File: src/rtl/mem_access_unit.sv
// MEM-stage data-memory controller: issues word-aligned req/ack accesses, builds store
// lanes and byte enables, formats load data, and stalls the pipeline while an access is open.
module mem_access_unit #(
    parameter int ACK_TIMEOUT = 255
) (
    input  logic        Clk,
    input  logic        Rst,
    input  logic [31:0] EX_MEM_ALUResult,
    input  logic [31:0] EX_MEM_WriteData,
    input  logic        EX_MEM_MemRead,
    input  logic        EX_MEM_MemWrite,
    input  logic [1:0]  EX_MEM_MemSize,
    input  logic        EX_MEM_LoadSigned,
    output logic        Mem_Req,
    output logic        Mem_We,
    output logic [31:0] Mem_Addr,
    output logic [31:0] Mem_WData,
    output logic [3:0]  Mem_BE,
    input  logic [31:0] Mem_RData,
    input  logic        Mem_Ack,
    output logic [31:0] LoadMux,
    output logic        MemStall,
    output logic        MisalignExc,
    output logic        BusErr
);

    localparam int CNT_W = $clog2(ACK_TIMEOUT + 1);
    localparam logic [CNT_W-1:0] LAST_CNT = CNT_W'(ACK_TIMEOUT - 1);

    localparam logic [1:0] SZ_HALF = 2'b01;
    localparam logic [1:0] SZ_BYTE = 2'b10;

    typedef enum logic [1:0] {
        S_IDLE,
        S_BUSY,
        S_DONE
    } state_t;

    state_t           r_state;
    state_t           w_next;

    logic [CNT_W-1:0] r_cnt;
    logic [31:0]      r_rdata;
    logic [1:0]       r_off;
    logic [1:0]       r_size;
    logic             r_signed;
    logic             r_load;
    logic             r_bus_err;

    logic             w_access;
    logic             w_is_half;
    logic             w_is_byte;
    logic             w_misalign;
    logic             w_issue;
    logic             w_ack_hit;
    logic             w_timeout;
    logic [3:0]       w_be;
    logic [31:0]      w_wdata;
    logic [7:0]       w_ld_byte;
    logic [15:0]      w_ld_half;

    assign w_access   = EX_MEM_MemRead | EX_MEM_MemWrite;
    assign w_is_half  = (EX_MEM_MemSize == SZ_HALF);
    assign w_is_byte  = (EX_MEM_MemSize == SZ_BYTE);
    // Size 2'b11 falls into the word case along with 2'b00.
    assign w_misalign = (w_is_half & EX_MEM_ALUResult[0]) |
                        (~w_is_half & ~w_is_byte & (EX_MEM_ALUResult[1:0] != 2'b00));

    assign w_issue   = (r_state == S_IDLE) & w_access & ~w_misalign;
    assign w_ack_hit = (r_state == S_BUSY) & Mem_Ack;
    assign w_timeout = (r_state == S_BUSY) & ~Mem_Ack & (r_cnt == LAST_CNT);

    always_comb begin
        // NOTE: every output of a combinational block gets a default first so no latch is inferred.
        w_be    = 4'b0000;
        w_wdata = EX_MEM_WriteData;
        case (EX_MEM_MemSize)
            SZ_BYTE: begin
                w_be    = 4'b0001 << EX_MEM_ALUResult[1:0];
                w_wdata = {4{EX_MEM_WriteData[7:0]}};
            end
            SZ_HALF: begin
                w_be    = EX_MEM_ALUResult[1] ? 4'b1100 : 4'b0011;
                w_wdata = {2{EX_MEM_WriteData[15:0]}};
            end
            default: begin
                w_be    = 4'b1111;
                w_wdata = EX_MEM_WriteData;
            end
        endcase
        // Loads never drive byte enables.
        if (!EX_MEM_MemWrite) begin
            w_be = 4'b0000;
        end
    end

    always_comb begin
        w_next      = r_state;
        MemStall    = 1'b0;
        MisalignExc = 1'b0;
        case (r_state)
            S_IDLE: begin
                if (w_access) begin
                    if (w_misalign) begin
                        MisalignExc = 1'b1;
                    end else begin
                        MemStall = 1'b1;
                        w_next   = S_BUSY;
                    end
                end
            end
            S_BUSY: begin
                MemStall = 1'b1;
                if (Mem_Ack || w_timeout) begin
                    w_next = S_DONE;
                end
            end
            S_DONE: begin
                w_next = S_IDLE;
            end
            default: begin
                w_next = S_IDLE;
            end
        endcase
        // The stall must fall with reset even while EX_MEM still holds an access.
        if (Rst) begin
            MemStall = 1'b0;
        end
    end

    always_ff @(posedge Clk or posedge Rst) begin
        if (Rst) begin
            r_state   <= S_IDLE;
            Mem_Req   <= 1'b0;
            Mem_We    <= 1'b0;
            Mem_Addr  <= '0;
            Mem_WData <= '0;
            Mem_BE    <= '0;
            r_cnt     <= '0;
            r_rdata   <= '0;
            r_off     <= '0;
            r_size    <= '0;
            r_signed  <= 1'b0;
            r_load    <= 1'b0;
            r_bus_err <= 1'b0;
        end else begin
            r_state   <= w_next;
            r_bus_err <= w_timeout;
            if (w_issue) begin
                Mem_Req   <= 1'b1;
                Mem_We    <= EX_MEM_MemWrite;
                Mem_Addr  <= {EX_MEM_ALUResult[31:2], 2'b00};
                Mem_BE    <= w_be;
                Mem_WData <= w_wdata;
                r_off     <= EX_MEM_ALUResult[1:0];
                r_size    <= EX_MEM_MemSize;
                r_signed  <= EX_MEM_LoadSigned;
                r_load    <= EX_MEM_MemRead;
                r_cnt     <= '0;
            end else if (w_ack_hit) begin
                Mem_Req <= 1'b0;
                Mem_We  <= 1'b0;
                Mem_BE  <= 4'b0000;
                r_rdata <= Mem_RData;
            end else if (w_timeout) begin
                Mem_Req <= 1'b0;
                Mem_We  <= 1'b0;
                Mem_BE  <= 4'b0000;
                r_rdata <= '0;
            end else if (r_state == S_BUSY) begin
                r_cnt <= r_cnt + 1'b1;
            end
        end
    end

    always_comb begin
        w_ld_byte = r_rdata[7:0];
        case (r_off)
            2'd1:    w_ld_byte = r_rdata[15:8];
            2'd2:    w_ld_byte = r_rdata[23:16];
            2'd3:    w_ld_byte = r_rdata[31:24];
            default: w_ld_byte = r_rdata[7:0];
        endcase
    end

    assign w_ld_half = r_off[1] ? r_rdata[31:16] : r_rdata[15:0];

    always_comb begin
        LoadMux = '0;
        if ((r_state == S_DONE) && r_load) begin
            case (r_size)
                SZ_BYTE: LoadMux = {{24{r_signed & w_ld_byte[7]}}, w_ld_byte};
                SZ_HALF: LoadMux = {{16{r_signed & w_ld_half[15]}}, w_ld_half};
                default: LoadMux = r_rdata;
            endcase
        end
    end

    assign BusErr = r_bus_err;

endmodule

File: config.mk
export PLATFORM = sky130hd
export DESIGN_NAME = mem_access_unit
export DESIGN_NICKNAME = d
export VERILOG_FILES = /design/src/rtl/mem_access_unit.sv
export SDC_FILE = /design/constraint.sdc
export NUM_CORES = 1
export LEC_CHECK = 0
export CORE_MARGIN = 10
export CORE_UTILIZATION = 45
export CTS_BUF_LIST = sky130_fd_sc_hd__clkbuf_8
export DETAILED_ROUTE_END_ITERATION = 12
export PLACE_DENSITY = 0.9
export SYNTH_ARGS = -nofsm -noshare
export SYNTH_HDL_FRONTEND = slang
export SYNTH_SLANG_ARGS = --single-unit
File: constraint.sdc
create_clock -name Clk -period 6.95 [get_ports Clk]
set_input_delay 0.695 -clock Clk [delete_from_list [all_inputs] [get_ports Clk]]
set_output_delay 0.695 -clock Clk [all_outputs]
set_load 0.02 [all_outputs]
* Word-level counts from Yosys, hierarchy flattened
Cells that the tools add are included.
** Storage, ports and cells
- Register bits after elaboration :: 117
- Latch bits :: 0
- RAM bits :: 0
- Bits in read-only memories :: 0
- Input bits :: 104
- Logic and storage cells :: 89
- Memories :: 0
** Cells by class
- Add/sub/neg operators :: 1
- Multiply operators :: 0
- Div/mod/pow operators :: 0
- Magnitude comparators :: 0
- Equality and inequality tests :: 15
- Shift-type cells :: 1
- Multiplexer cells :: 32
- Bitwise logic cells :: 17
- Reductions and logical operators :: 10
** Operators with widths (number)
- 32-bit one-hot mux with 2 select lines :: 2
- 32-bit two-way mux :: 3
- 8-bit two-way mux :: 4
- 8-bit one-hot mux with 3 select lines :: 1
- 4-bit two-way mux :: 5
- 16-bit two-way mux :: 1
- 1-bit AND :: 10
- 2-bit equality test (second input constant) :: 5
- 1-bit two-way mux :: 10
- 8-bit by 1-bit adder with 8-bit output (second input constant) :: 1
- 2-bit by 1-bit equality test with 1-bit output (second input constant) :: 4
- 8-bit equality test (second input constant) :: 1
- 2-bit != test (second input constant) :: 4
- 4-bit one-hot mux with 2 select lines :: 1
- 2-bit two-way mux :: 3
- 3-bit AND reduction :: 2
- 2-bit nonzero test :: 3
- 1-bit inverter :: 5
- 2-bit one-hot mux with 2 select lines :: 1
- 1-bit by 2-bit << shifter with 4-bit output (first input constant) :: 1
- 3-bit nonzero test :: 1
- 2-bit logical NOT :: 1
- 2-bit by 1-bit != test with 1-bit output (second input constant) :: 1
- 1-bit OR :: 2
- 4 further kinds :: 4

* Depth between registers and ports, before layout
- Depth in word-level cells :: 9
- Mapped depth :: 9

* Worst setup path after synthesis
Ideal clock, no wire load.
- Kind :: in2out
- Start point :: input port EX_MEM_MemSize[0]
- End point :: output port MemStall
- Arrival :: 2.344 ns
- Path slack :: 3.911 ns
- Stages on the path :: 9
- Path buffers :: 3
- Cells stage by stage :: inv_1 -> ha_1 -> buf_2 -> o21ai_2 -> o2111a_1 -> buf_2 -> buf_2 -> nor2_1 -> nor3_1
** Between the ends
- Word-level cells in the longest chain between the ends :: 9
- Elaborated cells on any way between the ends :: 12
- Those cells by class :: 2 x eq/ne; 4 x mux; 6 x bitwise
** RTL lines
- start: declaration :: line 12 : input logic [1:0] EX_MEM_MemSize,
- 2-bit by 1-bit equality test with 1-bit output or 2-bit equality test (tied branches) :: line 63, 64
- 1-bit inverter :: line 67 : (~w_is_half & ~w_is_byte & (EX_MEM_ALUResult[1:0] != 2'b00));
- 1-bit AND (2 in a row) :: line 67
- 1-bit OR * :: line 66 : assign w_misalign = (w_is_half & EX_MEM_ALUResult[0]) |
- 1-bit two-way mux * :: line 104 : if (w_misalign) begin
- 1-bit two-way mux * :: line 103 : if (w_access) begin
- 1-bit one-hot mux with 2 select lines * :: line 101 : case (r_state)
- 1-bit two-way mux * :: line 126 : if (Rst) begin
- end: declaration :: line 22 : output logic MemStall,
Mark *: on every way between the ends. The rest lies on a longest branch, timed or not.

* Worst setup path in the final report
- Start point :: register r_size[0]
- End point :: output port LoadMux[17]
** Between the ends
- Word-level cells in the longest chain between the ends :: 3
- Elaborated cells on any way between the ends :: 4
- Those cells by class :: 2 x eq/ne; 2 x mux
** RTL lines
- start: declaration :: line 45 : logic [1:0] r_size;
- start signal: assignment :: line 156 : r_size <= EX_MEM_MemSize;
- 2-bit by 1-bit equality test with 1-bit output or 2-bit equality test (tied branches) :: line 191 : case (r_size)
- 32-bit one-hot mux with 2 select lines * :: line 191
- 32-bit two-way mux * :: line 190 : if ((r_state == S_DONE) && r_load) begin
- end: declaration :: line 21 : output logic [31:0] LoadMux,
Marks and branches as above.

==> results_dict.tcl <==
set metrics [dict create \
    die-area_um2 17600 \
    numPortBuffers 206 \
    hpwl_mm 14.0 \
    ios 209 \
    dpl.cell_count 956 \
    cts-root-buf "clkbuf_8" \
    synthMuxAreaShare_pct 3.17 \
    clk_pin_slew_ns 0.07 \
    startpoint "r_size[0]" \
    synth-simple-area-share_pct 22.2 \
    antenna_found_initial 0 \
    cts_resized 0 \
    async_flop_share_pct 100 \
    initial_core_util_pct 45.6 \
    antenna_left 0 \
    final_common_cell "clkdlybuf4s50_1" \
    cts_tree "built" \
    area_delta_synth_final_pct 45.3 \
    hp-class "flip-flop to flip-flop" \
    n_antenna_cell 0 \
    multiInputGateArea_um2 2560 \
    mostFrequentLayoutCells "clkdlybuf4s50_1, nand2_1, dfrtp_1" \
    drc 0 \
    core_area_um2 12600 \
    drtPass1Iterations 7 \
    register_area_um2 2930 \
    ys_warn_count 0 \
    grt_pass1_wl_mm 30.2 \
    stdcell_count 988 \
    via_per_inst 5.46 \
    clk_latency_ns 0.45 \
    drtIter0Drc 535 \
    holdCritStartpoint "Mem_Addr[25]" \
    total_power_w 0.00376 \
    synth-xor-area-share_pct 0.459 \
    hold_violations 0 \
    synth_area_um2 5730 \
    grt_pass1_vias 5430 \
    cp-end-kind "output pin" \
    rows 41 \
    worstPathCellList "inv_1, ha_1, clkinv_1, nor2_1, nand2_1, nand2_1, clkdlybuf4s50_1" \
    grt_usage_pct 21.7 \
    cpPeakStageDelay_ns 0.89 \
    die_h_um 133 \
    period_minus_slack_ns 4.59 \
    synthFlopType "dfrtp_1" \
    fmax_mhz 218 \
    critPathArrivalTime_ns 3.90 \
    synth_cell_types 52 \
    critical_path_class "flip-flop to output pin" \
    synth-seq-cells 117 \
    drive_above_1_share_pct 8.09 \
    synth_top_family_by_area "simple AND/OR/NAND/NOR gates" \
    chipWidth_um 133 \
    cts.sink_count 117 \
    cp_common_cell "nand2_1" \
    vdd_drop_max_mv 0.303 \
    syn_inst 615 \
    synth-compound-area-share_pct 17.0 \
    path_max_fanout 18 \
    hold_buffers 0 \
    post_cts_buffers 0 \
    synth-edff-count 0 \
    rsz0062_at_grt "no" \
    setup-tns-final_ns 0 \
    wl_per_cell_um 19.6 \
    status "finished, final reports clean" \
    final.fill_count 994 \
    slew_headroom_pct 26.7 \
    r2r-start "r_state[1]" \
    setup_viol_count_final 0 \
    fin_crit_sh_pct 66.1 \
    leakagePower_nw 3.71 \
    grt_max_degree 67 \
    cpMaxStageDelayCell "nor2_1" \
    tightest_slew_ns 1.10 \
    grt_remaining_overflow 0 \
    cts_made_buffers 17 \
    power-per-cell-area_nw_per_um2 452 \
    vias 5395 \
    place_congestion 0.859 \
    avgSynthCellArea_um2 9.32 \
    synthAdderAreaFrac_pct 1.31 \
    cp.required_ns 6.25 \
    clockBufferDepth 2 \
    nets 913 \
    drv_slew 0 \
    drt-total-wl_mm 19.4 \
    htreeDepth 4 \
    yosysSeqAreaShare_pct 51.1 \
    worstSetupStartpointType "flip-flop" \
    skew_ns 0.0106 \
    maxCapViolations 0 \
]
## path summary, 6_finish.rpt
check	to	slack, ns	cells after the start
worst min register to register	Mem_Addr[25]	0.48	2
min in group asynchronous	r_rdata[15]	0.80	2
worst max-delay path	LoadMux[17]	2.36	7
worst min-delay path	Mem_Addr[25]	0.48	2
worst max register to register	Mem_WData[20]	4.53	5
max in group asynchronous	Mem_BE[3]	4.82	3
## metal layers
metal	up-vias	GRT usage [%]	routed length (µm)
met3	28	11.0	2390
met2	278	34.1	9130
met1	2595	25.0	7460
met5	-	0	0
li1	2494	-	-
met4	0	7.58	377
## logic make-up after synthesis
logic type | count (synthesis)
other | 1
DFF | 117
and+or+nand+nor | 292
buffers and inverters | 56
xor gates and xnor gates | 3
muxes | 16
adders and majority gates | 6
AOI/OAI and AO/OA | 124
## flip-flops by register name (all words and copies together), names as in the netlist, 2 cells and up
name,flops
Mem_WData,32
r_rdata,32
Mem_Addr,30
r_cnt,8
Mem_BE,4
r_off,2
r_size,2
r_state,2
## per-stage QoR
| stage | setup slack [ns] | hold slack, ns | area (µm²) | util [%] |
|---|---|---|---|---|
| after floorplan | 3.15 | 0.460 | 5730 | - |
| after global placement | 2.75 | 0.457 | 7850 | 62.5 |
| after detailed placement | 2.68 | 0.461 | 7850 | 62.5 |
| after CTS | 2.40 | 0.479 | 8330 | 66.3 |
| after global routing | 2.09 | 0.496 | 8330 | 66.3 |
| final | 2.36 | 0.477 | 8330 | 66.3 |
## layout make-up
type / instances / share of cell area, %
tap: 172 / 2.58
clock buffer: 20 / 3.31
inverter: 13 / 0.616
clock inverter: 12 / 2.40
sequential: 117 / 35.2
timing repair buffer: 211 / 25.2
multi-input combinational: 443 / 30.7
## report_power, final
part / internal (W) / leakage (nW) / total (W) / switching, W
logic: 0.000801 / 2.01 / 0.00173 / 0.000931
registers: 0.000998 / 1.46 / 0.00128 / 0.000281
clock network: 0.000456 / 0.237 / 0.000749 / 0.000294
total: 0.00225 / 3.71 / 0.00376 / 0.00151
## synthesized netlist by cell type (2+ instances only)
| cell type | instances | area (µm²) |
|---|---|---|
| a211oi_1 | 7 | 52.6 |
| a21o_1 | 3 | 22.5 |
| a21oi_1 | 15 | 75.1 |
| a221oi_1 | 17 | 149 |
| a22o_1 | 32 | 280 |
| buf_2 | 24 | 120 |
| buf_4 | 4 | 30.0 |
| buf_6 | 2 | 22.5 |
| clkbuf_1 | 12 | 45.0 |
| clkinv_1 | 2 | 7.51 |
| dfrtp_1 | 117 | 2930 |
| ha_1 | 6 | 75.1 |
| inv_1 | 10 | 37.5 |
| mux2_2 | 14 | 158 |
| nand2_1 | 181 | 679 |
| nand3_1 | 4 | 20.0 |
| nand4_1 | 2 | 12.5 |
| nor2_1 | 53 | 199 |
| nor2b_1 | 17 | 106 |
| nor3_1 | 21 | 105 |
| nor3b_1 | 3 | 22.5 |
| nor4b_4 | 2 | 47.6 |
| o211ai_1 | 2 | 15.0 |
| o21ai_0 | 9 | 45.0 |
| o21ai_1 | 2 | 10.0 |
| o22ai_1 | 4 | 25.0 |
| o31a_1 | 7 | 61.3 |
| o31ai_1 | 18 | 135 |
| xnor2_1 | 2 | 17.5 |
## critical path: cells and delay by family (launching register included)
kind	cells	cell delay, ns
and+or+nand+nor	3	1.16
DFF	1	0.35
adders and majority gates	1	0.66
buffers and inverters	3	1.27
Power figures use the tool's default switching activity.
